--- src/rtl/regfile_pkg.sv ---
// Shared constants and helpers for the scoreboarded register file.
package regfile_pkg;

    localparam int unsigned DEF_DATA_W = 16;
    localparam int unsigned DEF_ADDR_W = 3;
    localparam int unsigned DEF_CNT_W  = 16;
    localparam int unsigned ZERO_REG   = 0;

    // True when an in-flight write should be forwarded to a read port.
    function automatic logic bypass_hit(
        input logic        enable,
        input logic        flag_write,
        input logic [31:0] wr_addr,
        input logic [31:0] rd_addr
    );
        return enable && flag_write && (wr_addr == rd_addr);
    endfunction

endpackage

--- src/rtl/regfile_read_port.sv ---
// One combinational read port: register mux, zero-register forcing and bypass/busy override.
module regfile_read_port
    import regfile_pkg::*;
#(
    parameter int unsigned DATA_W = DEF_DATA_W,
    parameter int unsigned ADDR_W = DEF_ADDR_W,
    parameter int unsigned BYPASS = 1
) (
    input  logic [ADDR_W-1:0]                    addr,
    input  logic [2**ADDR_W-1:0][DATA_W-1:0]     regs,
    input  logic [2**ADDR_W-1:0]                 busy_vec,
    input  logic                                 flag_write,
    input  logic [ADDR_W-1:0]                    wr_addr,
    input  logic [DATA_W-1:0]                    wr_data,
    input  logic                                 reserve,
    input  logic [ADDR_W-1:0]                    reserve_reg,
    output logic [DATA_W-1:0]                    rd_data,
    output logic                                 rd_busy
);

    always_comb begin
        rd_data = '0;
        rd_busy = 1'b0;
        if (addr != ADDR_W'(ZERO_REG)) begin
            if (bypass_hit(BYPASS != 0, flag_write, 32'(wr_addr), 32'(addr))) begin
                // A same-cycle reserve of this register re-arms busy behind the forwarded write.
                rd_data = wr_data;
                rd_busy = reserve && (reserve_reg == addr);
            end else begin
                rd_data = regs[addr];
                rd_busy = busy_vec[addr];
            end
        end
    end

endmodule

--- src/rtl/regfile_scoreboard.sv ---
// Two-read/one-write register file with per-register busy bits, zero-write error flag
// and a saturating committed-write counter.
module regfile_scoreboard
    import regfile_pkg::*;
#(
    parameter int unsigned DATA_W = DEF_DATA_W,
    parameter int unsigned ADDR_W = DEF_ADDR_W,
    parameter int unsigned BYPASS = 1,
    parameter int unsigned CNT_W  = DEF_CNT_W
) (
    input  logic              inp_clk,
    input  logic              inp_rst,
    input  logic [ADDR_W-1:0] inp_rs,
    input  logic [ADDR_W-1:0] inp_rt,
    output logic [DATA_W-1:0] out_readData1,
    output logic [DATA_W-1:0] out_readData2,
    output logic              out_busy1,
    output logic              out_busy2,
    input  logic              inp_flagWrite,
    input  logic [ADDR_W-1:0] inp_regWrite,
    input  logic [DATA_W-1:0] inp_dataWrite,
    input  logic              inp_reserve,
    input  logic [ADDR_W-1:0] inp_reserveReg,
    input  logic              inp_clearErr,
    output logic              out_zeroWriteErr,
    output logic [CNT_W-1:0]  out_writeCount
);

    logic [2**ADDR_W-1:0][DATA_W-1:0] regs;
    logic [2**ADDR_W-1:0]             busy;
    logic                             zero_err;
    logic [CNT_W-1:0]                 write_cnt;
    logic                             write_valid;
    logic                             write_zero;

    assign write_valid = inp_flagWrite && (inp_regWrite != ADDR_W'(ZERO_REG));
    assign write_zero  = inp_flagWrite && (inp_regWrite == ADDR_W'(ZERO_REG));

    always_ff @(posedge inp_clk or posedge inp_rst) begin
        if (inp_rst) begin
            regs      <= '0;
            busy      <= '0;
            zero_err  <= 1'b0;
            write_cnt <= '0;
        end else begin
            if (write_valid) begin
                regs[inp_regWrite] <= inp_dataWrite;
                busy[inp_regWrite] <= 1'b0;
                if (write_cnt != '1)
                    write_cnt <= write_cnt + CNT_W'(1);
            end
            // Reserve is scheduled after the write so a same-register collision leaves busy set.
            if (inp_reserve && (inp_reserveReg != ADDR_W'(ZERO_REG)))
                busy[inp_reserveReg] <= 1'b1;
            if (write_zero)
                zero_err <= 1'b1;
            else if (inp_clearErr)
                zero_err <= 1'b0;
        end
    end

    regfile_read_port #(
        .DATA_W (DATA_W),
        .ADDR_W (ADDR_W),
        .BYPASS (BYPASS)
    ) u_port1 (
        .addr        (inp_rs),
        .regs        (regs),
        .busy_vec    (busy),
        .flag_write  (inp_flagWrite),
        .wr_addr     (inp_regWrite),
        .wr_data     (inp_dataWrite),
        .reserve     (inp_reserve),
        .reserve_reg (inp_reserveReg),
        .rd_data     (out_readData1),
        .rd_busy     (out_busy1)
    );

    regfile_read_port #(
        .DATA_W (DATA_W),
        .ADDR_W (ADDR_W),
        .BYPASS (BYPASS)
    ) u_port2 (
        .addr        (inp_rt),
        .regs        (regs),
        .busy_vec    (busy),
        .flag_write  (inp_flagWrite),
        .wr_addr     (inp_regWrite),
        .wr_data     (inp_dataWrite),
        .reserve     (inp_reserve),
        .reserve_reg (inp_reserveReg),
        .rd_data     (out_readData2),
        .rd_busy     (out_busy2)
    );

    assign out_zeroWriteErr = zero_err;
    assign out_writeCount   = write_cnt;

endmodule
--- config.mk ---
export PLATFORM = sky130hd
export DESIGN_NAME = regfile_scoreboard
export DESIGN_NICKNAME = d
export VERILOG_FILES = /design/src/rtl/regfile_pkg.sv /design/src/rtl/regfile_read_port.sv /design/src/rtl/regfile_scoreboard.sv
export SDC_FILE = /design/constraint.sdc
export NUM_CORES = 1
export LEC_CHECK = 0
export ABC_AREA = 1
export ABC_CLOCK_PERIOD_IN_PS = 5400
export BUFFER_PORTS_ARGS = -buffer_cell sky130_fd_sc_hd__buf_2
export CORE_ASPECT_RATIO = 0.9
export CORE_MARGIN = 8
export CORE_UTILIZATION = 46
export DETAILED_ROUTE_END_ITERATION = 10
export PLACE_DENSITY = 0.62
export SLEW_MARGIN = 5
export SYNTH_ARGS = -nofsm -noshare
export SYNTH_HDL_FRONTEND = slang
export SYNTH_SLANG_ARGS = --single-unit
--- constraint.sdc ---
create_clock -name inp_clk -period 5.4 [get_ports inp_clk]
set_input_delay 0.81 -clock inp_clk [delete_from_list [all_inputs] [get_ports inp_clk]]
set_output_delay 0.81 -clock inp_clk [all_outputs]
set_load 0.02 [all_outputs]
Word level (Yosys, flattened, before mapping)
Cells that the tools add are included.

Output and inout port bits: 51. Bits in latches: 0. Bits in writable memories: 0. Bits of input ports: 33. Logic and storage cells: 69. Register bits after elaboration: 153. Memories: 0. ROM bits: 0.

Magnitude comparators: 6. Div/mod/pow operators: 0. $add $sub $neg: 1. Eq/ne operators: 5. Bitwise gates (word level): 3. Shifts and indexed selects: 0. Reductions and logical operators: 16. Multiply operators: 0. Muxes and demuxes: 27.

Operator list (count): $bwmux 128 (1); $mux 16 (7); $bmux 16 s3 (2); $demux 16 s3 (1); $add 16x1->16 const B (1); $lt 3x4->1 const B (4); $mux 8 (2); $ne 16x16->1 const B (1); $eq 3x3->1 (4); $reduce_bool 3->1 (4); $mux 1 (10); $logic_and 1x1->1 (9); $and 8x8->8 (1); $not 8->8 (1); $or 8x8->8 (1); $bmux 1 s3 (2); $demux 1 s3 (2); $ge 3x1->1 const B (2); $logic_not 3->1 (1); $reduce_and 2->1 (1); $reduce_bool 2->1 (1).

Longest topological paths before layout
Gate-level depths: netlist (run 1).

Depth after elaboration: 9. Mapped depth: 10. Mapped depth without buffers: 9.

Modules after synthesis
A second synthesis (run 1) with hierarchy kept.

Cells, all modules: 1465. Area total of the unflattened synthesis: 9514.1 sq um.

By module, submodules not included: regfile_scoreboard (seq. area each 3828.7 sq um, times used 1, area each 5835.6 sq um, cells each 609); regfile_read_port (seq. area each 0.0 sq um, times used 2, area each 1839.3 sq um, cells each 428).

Worst setup path after synthesis (run 1)
OpenSTA, ideal clock, no wires.

Kind: in2out. From: input port inp_rt[0]. To: output port out_readData2[0]. Stages: 9. Slack: 2.701 ns. Path buffers: 2. Arrival time: 1.889 ns. Data required time: 4.590 ns. Cell sequence: buf_2 inv_2 nand2_1 nand2_1 nor2_1 nand2_1 buf_2 o21ai_0 nor2_1.

Longest elaborated chain between the ends: 4. Elaborated cells on any way between the ends: 7. Classes of those cells: eq/ne (1); mux (4); reduce/logical (2).

RTL lines: from (decl) (line regfile_scoreboard.sv:14) `input logic [ADDR_W-1:0] inp_rt,`; $bmux 16 s3 / $eq 3x3->1 (equally long branches) (line regfile_read_port.sv:30, regfile_pkg.sv:16); $mux 16 (not written as such) / $logic_and 1x1->1 (equally long branches) (line regfile_read_port.sv:30, regfile_pkg.sv:16); $mux 16 (line regfile_read_port.sv:25) `if (bypass_hit(BYPASS != 0, flag_write, 32'(wr_addr), 32'(addr))) begin`; $mux 16 * (line regfile_read_port.sv:24) `if (addr != ADDR_W'(ZERO_REG)) begin`; to (decl) (line regfile_scoreboard.sv:16) `output logic [DATA_W-1:0] out_readData2,`.

Every way passes the cells marked *; elsewhere a longest branch is shown, timed or not. The select of a mux whose other input is x is not followed.

Worst setup path in the final report (run 1)
From: input port inp_rt[0]. To: output port out_readData2[9].

The elaborated chain is that of the path after synthesis.

==> results of run 1 <==
[cell usage after synthesis, drive strengths merged]
library cell  count
a21oi            54
nor3              1
ha                1
nand4             6
buf              49
inv              56
clkbuf           52
dfrtp           153
nor2            141
nand3           170
nand2           525
o21ai           147
xnor2             7
[cell type report]
class	count	area share
Clock buffer	19	0.0451
Tap cell	250	0.0312
Sequential cell	153	0.381
Timing Repair Buffer	99	0.0534
Multi-Input combinational cell	1052	0.448
Clock inverter	13	0.0190
Inverter	56	0.0214
[state kept, by name, indices dropped and copies added (netlist names)]
name              flops
busy                  8
out_writeCount       16
out_zeroWriteErr      1
regs                128
[logic make-up (layout without fill, tap and decap cells)]
family,after synthesis,after routing,synth area share
AO/OA/AOI/OAI,201,201,0.114
XOR/XNOR,7,7,0.00682
adder cells (fa/ha/maj),1,1,0.00139
buffers and inverters,157,187,0.0743
flip-flops,153,153,0.426
AND/OR/NAND/NOR,843,843,0.378
[power by group through the flow]
stage | logic [mW] | registers, mW | clock network (mW)
after floorplan | 0.549 | 1.49 | 0
after global placement | 0.762 | 1.50 | 0
after detailed placement | 0.776 | 1.51 | 0
after CTS | 0.778 | 1.49 | 1.32
after global routing | 0.883 | 1.52 | 1.37
final | 0.774 | 1.49 | 1.31
[worst register-to-register path, delay by kind of cell (launching register included)]
kind	cells	cell delay [ns]
flip-flops	1	0.45
adder cells (fa/ha/maj)	1	0.29
AND/OR/NAND/NOR	4	0.41
AO/OA/AOI/OAI	1	0.41
buffers and inverters	2	0.28
[worst max path at each step]
stage,start,slack [ns],to,cells after the start
4_1_cts,inp_rt[0],1.52,out_readData2[9],11
3_3_place_gp,inp_rt[0],1.59,out_readData2[9],11
6_report,inp_rt[0],1.52,out_readData2[9],11
2_1_floorplan,inp_rst,0.47,busy[0],1
3_5_place_dp,inp_rt[0],1.53,out_readData2[9],11
5_1_grt,inp_rt[0],1.33,out_readData2[9],11
[per-stage QoR]
| step | cell area, sq um | instances | utilization | hold slack, ns |
|---|---|---|---|---|
| floorplan | 8990 | 1362 | - | 0.451 |
| detailed placement | 9390 | 1610 | 0.490 | 0.390 |
| global placement | 9390 | 1610 | 0.490 | 0.390 |
| global route | 10000 | 1642 | 0.524 | 0.415 |
| finish | 10000 | 1642 | 0.524 | 0.403 |
| CTS | 10000 | 1642 | 0.524 | 0.406 |
[per-layer routing]
metal / part of all wire / track usage
met4: 0.020 / 0.0793
met3: 0.057 / 0.0412
met1: 0.43 / 0.301
met2: 0.49 / 0.415
met5: 0 / 0
==> results.json, run 1 <==
{
  "run_status": "completed",
  "setup_ws_ns": 1.52,
  "postSynthRegisterBits": 153,
  "fin_total_pwr_mw": 3.57,
  "floorplan_die_height_um": 149,
  "reg2reg_from": "out_writeCount[0]",
  "hold-path-cell-count": 0,
  "synth_area_leader_cell": "sky130_fd_sc_hd__dfrtp_1",
  "synthesis.area_sq_um": 8990,
  "reg2reg_depth": 8,
  "final_min_period_over_clock_period": 0.719,
  "max-slew-margin-rel": 0.222,
  "tightestPinTransition_ns": 1.17,
  "post-route-min-period_ns": 3.88,
  "grt_pass1_wl_um": 46400,
  "synth_seq_area_share": 0.426,
  "first_global_vias": 8603,
  "root_buffer": "sky130_fd_sc_hd__clkbuf_16",
  "finalHoldViolCount": 0,
  "startpoint_type": "input port",
  "critPathMaxFanout": 36,
  "grt.overflow.total": 0,
  "place_congestion": 0.845,
  "max-vdd-ir-drop_mv": 0.178,
  "cts_num_sinks": 153,
  "critical_path_buf_inv_count": 4,
  "tritoncts.num_buffers": 17,
  "cpLargestDelayFamily": "buffers and inverters",
  "clock_skews_ns": 0.00851,
  "p_per_area_nw_per_um2": 356,
  "power.clock.fraction": 0.366,
  "cpMaxStageDelayCell": "sky130_fd_sc_hd__inv_2",
  "drv_cap": 0,
  "sw_frac_of_total": 0.326,
  "start_util": 0.470,
  "remaining_drc_errors": 0,
  "timing.hold.worst.class": "reg2reg",
  "cts_repair_resize_count": 0,
  "pre_cts_slack_ns": 1.53,
  "rows": 48,
  "yosysWarnings": 0,
  "layout.cells.most_common": "sky130_fd_sc_hd__nand2_1",
  "post_drt_via_cell_ratio": 5.48,
  "power.share.combinational": 0.217,
  "unrepaired_setup_endpoints_after_global_routing": "no",
  "netlist_top_cells_area": "sky130_fd_sc_hd__dfrtp_1, sky130_fd_sc_hd__nand2_1, sky130_fd_sc_hd__nand3_1",
  "pwr-share-seq": 0.418,
  "holdBufCountCts": 0,
  "ant_nets": 0,
  "endpoint_kind": "output pin",
  "crit_path_frequent_cell": "sky130_fd_sc_hd__nand2_1",
  "drt_iter0_markers": 786,
  "path_class": "in2out",
  "cts.repair_timing.setup_buffer_count": 0,
  "design.core.area_sq_um": 19200,
  "chipWidth_um": 163,
  "internal_power_mw": 2.41,
  "overall_via_count_from_detail_route": 9005,
  "syn-mean-instance-area_sq_um": 6.60,
  "critical_path.reg2reg.endpoint": "out_writeCount[15]",
  "syn_to_final_growth_pct": 11.6,
  "maximum_number_of_pins_on_one_net_before_global_route_repair": 87,
  "instance_count_of_the_mapped_netlist": 1362,
  "whs_endpoint": "regs[3]",
  "maximum_level_of_the_cts_h_tree": 4,
  "layout.nets": 1413,
  "n_fill_cell": 1944,
  "power_switching_mw": 1.17,
  "numPortBuffers": 83,
  "tritoncts": "built",
  "floorplan.io_pins": 84,
  "r2r_slack_ns": 3.45,
  "dr.pass1.iters": 5,
  "drive_above_1_share": 0.103,
  "power_leakage_nw": 5.05,
  "worstSkewPairLatency_ns": 0.42,
  "finalWirelength_um": 28600,
  "critical_path_s_largest_stage_delay_ns": 0.53,
  "final.setup.tns_ns": 0,
  "crit_path_dat_ns": 3.07,
  "die-area_sq_um": 24300,
  "initial_antenna_violation_count": 0,
  "min-delay-start": "regs[3]",
  "timing.critical_path.cells": "buf_2, inv_2, nand2_1, nand2_1, nor2_1, nand2_1, buf_4, nand2_1, nor2_1, nor2_1, buf_2",
  "worst_setup_hold_path_clk_slew_ns": 0.06,
  "max-clock-path-buffers": 2,
  "crit_required_ns": 4.59,
  "insertedDiodeCount": 0,
  "layout.cells.most_common_list": "sky130_fd_sc_hd__nand2_1, sky130_fd_sc_hd__nand3_1, sky130_fd_sc_hd__dfrtp_1, sky130_fd_sc_hd__o21ai_0, sky130_fd_sc_hd__nor2_1",
  "synth_fp_nets": 1396,
  "max_freq_mhz": 257,
  "final_max_slew_viol_count": 0,
  "seq_area_sq_um": 3830,
  "wire_per_inst_um": 17.4,
  "synth_cell_type_count": 20,
  "finalSetupViolations": 0,
  "grt_util_all_layers": 0.241,
  "multi_input_comb_area_sq_um": 4500,
  "dpl.hpwl_um": 17400,
  "yosysTopAreaCellShare": 0.426
}
Note: power is estimated with default switching activity, not from simulation.
==> run 2, diff against run 1 <==
--- a/config.mk
+++ b/config.mk
@@ -6,7 +6,7 @@
 export NUM_CORES = 1
 export LEC_CHECK = 0
 export ABC_AREA = 1
-export ABC_CLOCK_PERIOD_IN_PS = 5400
+export ABC_CLOCK_PERIOD_IN_PS = 3930
 export BUFFER_PORTS_ARGS = -buffer_cell sky130_fd_sc_hd__buf_2
 export CORE_ASPECT_RATIO = 0.9
 export CORE_MARGIN = 8
==> constraint.sdc (replaced) <==
create_clock -name inp_clk -period 3.93 [get_ports inp_clk]
set_input_delay 0.5895 -clock inp_clk [delete_from_list [all_inputs] [get_ports inp_clk]]
set_output_delay 0.5895 -clock inp_clk [all_outputs]
set_load 0.02 [all_outputs]
==> run 2 against run 1 <==
  * Routed wire length grew 1.3%
  * Sequential share of layout area shrank 0.17 points
  * Final cell count grew 0.43%
  * Core utilization grew 0.24 points
  * Critical endpoint is now out_readData2[8]
  * Highest routed layer unchanged
==> results.json, run 2 (synthesized netlist as in run 1, its figures left out) <==
{
  "placed_cells": 1617,
  "p_per_area_nw_per_um2": 480,
  "cts_num_sinks": 153,
  "cpMaxStageDelayCell": "sky130_fd_sc_hd__nand3_1",
  "timing.critical_path.depth": 7,
  "reg2reg_from": "out_writeCount[0]",
  "final_max_slew_viol_count": 0,
  "dr.pass1.iters": 5,
  "final_min_period_over_clock_period": 0.783,
  "crit_path_dat_ns": 2.49,
  "floorplan.io_pins": 84,
  "holdBufCountCts": 0,
  "max_freq_mhz": 325,
  "globalRouteMet1Util": 0.321,
  "dpl.hpwl_um": 18500,
  "place_congestion": 0.835,
  "cpLargestDelayFamily": "buffers and inverters",
  "crit_required_ns": 3.34,
  "start_util": 0.470,
  "rows": 48,
  "timing.critical_path.cells": "buf_2, inv_1, buf_4, nand3_1, o21ai_0, nor2_1, buf_2",
  "final.setup.tns_ns": 0,
  "maximum_level_of_the_cts_h_tree": 4,
  "groute.layer.met2.usage": 0.392,
  "syn_to_final_growth_pct": 12.1,
  "unrepaired_setup_endpoints_after_global_routing": "no",
  "largest-register": "regs",
  "finalSetupViolations": 0,
  "cts.repair_timing.setup_buffer_count": 0,
  "endpoint_kind": "output pin",
  "critical_path_buf_inv_count": 4,
  "finalWirelength_um": 29000,
  "insertedDiodeCount": 0,
  "critPathMaxFanout": 20,
  "max-slew-margin-rel": 0.178,
  "drv_cap": 0,
  "timing.hold.worst.class": "in2async",
  "tritoncts.num_buffers": 17,
  "layout.cells.most_common": "sky130_fd_sc_hd__nand2_1",
  "post-route-min-period_ns": 3.08,
  "layout.nets": 1420,
  "remaining_drc_errors": 0,
  "finalHoldViolCount": 0,
  "chipWidth_um": 163,
  "overall_via_count_from_detail_route": 8935,
  "ant_nets": 0,
  "wire_per_inst_um": 17.6,
  "reg2reg_depth": 8,
  "drt_iter0_markers": 954,
  "path_class": "in2out",
  "cts_repair_resize_count": 0,
  "design.core.area_sq_um": 19200,
  "critical_path.reg2reg.endpoint": "out_writeCount[14]",
  "clock_skews_ns": 0.00665,
  "critical_path_s_largest_stage_delay_ns": 0.56,
  "first_global_vias": 8577,
  "grt_util_all_layers": 0.243,
  "die-area_sq_um": 24300,
  "tightestPinTransition_ns": 1.23,
  "root_buffer": "sky130_fd_sc_hd__clkbuf_16",
  "initial_antenna_violation_count": 0,
  "startpoint_type": "input port",
  "tritoncts": "built",
  "grt.overflow.total": 0,
  "crit_path_frequent_cell": "sky130_fd_sc_hd__buf_2",
  "grt_pass1_wl_um": 47100,
  "largest_reg_flops": 128,
  "grt.met3_usage": 0.0426,
  "run_status": "completed",
  "max-clock-path-buffers": 2,
  "floorplan_die_height_um": 149,
  "drive_above_1_share": 0.107,
  "layout.cells.most_common_list": "sky130_fd_sc_hd__nand2_1, sky130_fd_sc_hd__nand3_1, sky130_fd_sc_hd__dfrtp_1, sky130_fd_sc_hd__o21ai_0, sky130_fd_sc_hd__nor2_1",
  "numPortBuffers": 83,
  "r2r_slack_ns": 1.96,
  "max-vdd-ir-drop_mv": 0.259,
  "final_cells": 1649,
  "power_leakage_nw": 5.06,
  "maximum_number_of_pins_on_one_net_before_global_route_repair": 70,
  "worstSkewPairLatency_ns": 0.43,
  "globalRoute.busiestLayer": "met2",
  "worst_setup_hold_path_clk_slew_ns": 0.07,
  "post_drt_via_cell_ratio": 5.42
}
==> run 2: changes by cell type in the layout (fill, tap and decap cells not counted), sizes merged <==
cell / previous run / this run
clkbuf: 19 / 18
bufinv: 4 / 2
clkinvlp: 1 / 4
inv: 59 / 61
buf: 99 / 106
clkinv: 5 / 3
==> run 2: layer usage <==
metal | share of wire | routed length (um)
met1 | 0.44 | 12800
met2 | 0.47 | 13600
met3 | 0.063 | 1820
met4 | 0.025 | 739
met5 | 0 | 0
==> run 2: worst max path at each step <==
stage / from / to / slack (ns)
after floorplan: inp_rst / busy[0] / 1.41
after global placement: inp_rt[2] / out_readData2[12] / 0.93
after detailed placement: inp_rt[2] / out_readData2[3] / 0.87
after CTS: inp_rt[2] / out_readData2[3] / 0.87
after global routing: inp_rt[2] / out_readData2[6] / 0.65
final: inp_rt[2] / out_readData2[8] / 0.85
==> run 2: area by class of cell <==
class                           count  area, sq um
Clock buffer                       18          439
Clock inverter                     14          160
Fill cell                        1934         9080
Inverter                           56          214
Multi-Input combinational cell   1052         4500
Sequential cell                   153         3830
Tap cell                          250          313
Timing Repair Buffer              106          626
==> run 2: metrics by stage <==
step | area, sq um | util | hold WS (ns) | power, mW | worst slack (ns)
after CTS | 10100 | 0.526 | 0.349 | 4.86 | 0.874
after detailed placement | 9480 | 0.495 | 0.391 | 3.15 | 0.874
after global routing | 10100 | 0.526 | 0.385 | 5.10 | 0.649
after global placement | 9480 | 0.495 | 0.389 | 3.13 | 0.934
after floorplan | 9000 | - | 0.451 | 2.80 | 1.41
final | 10100 | 0.526 | 0.332 | 4.84 | 0.853
==> run 2: where the power goes <==
part | internal, mW | total (mW) | switching [mW]
Clock | 0.968 | 1.70 | 0.733
Combinational | 0.380 | 1.07 | 0.689
Sequential | 1.83 | 2.07 | 0.234
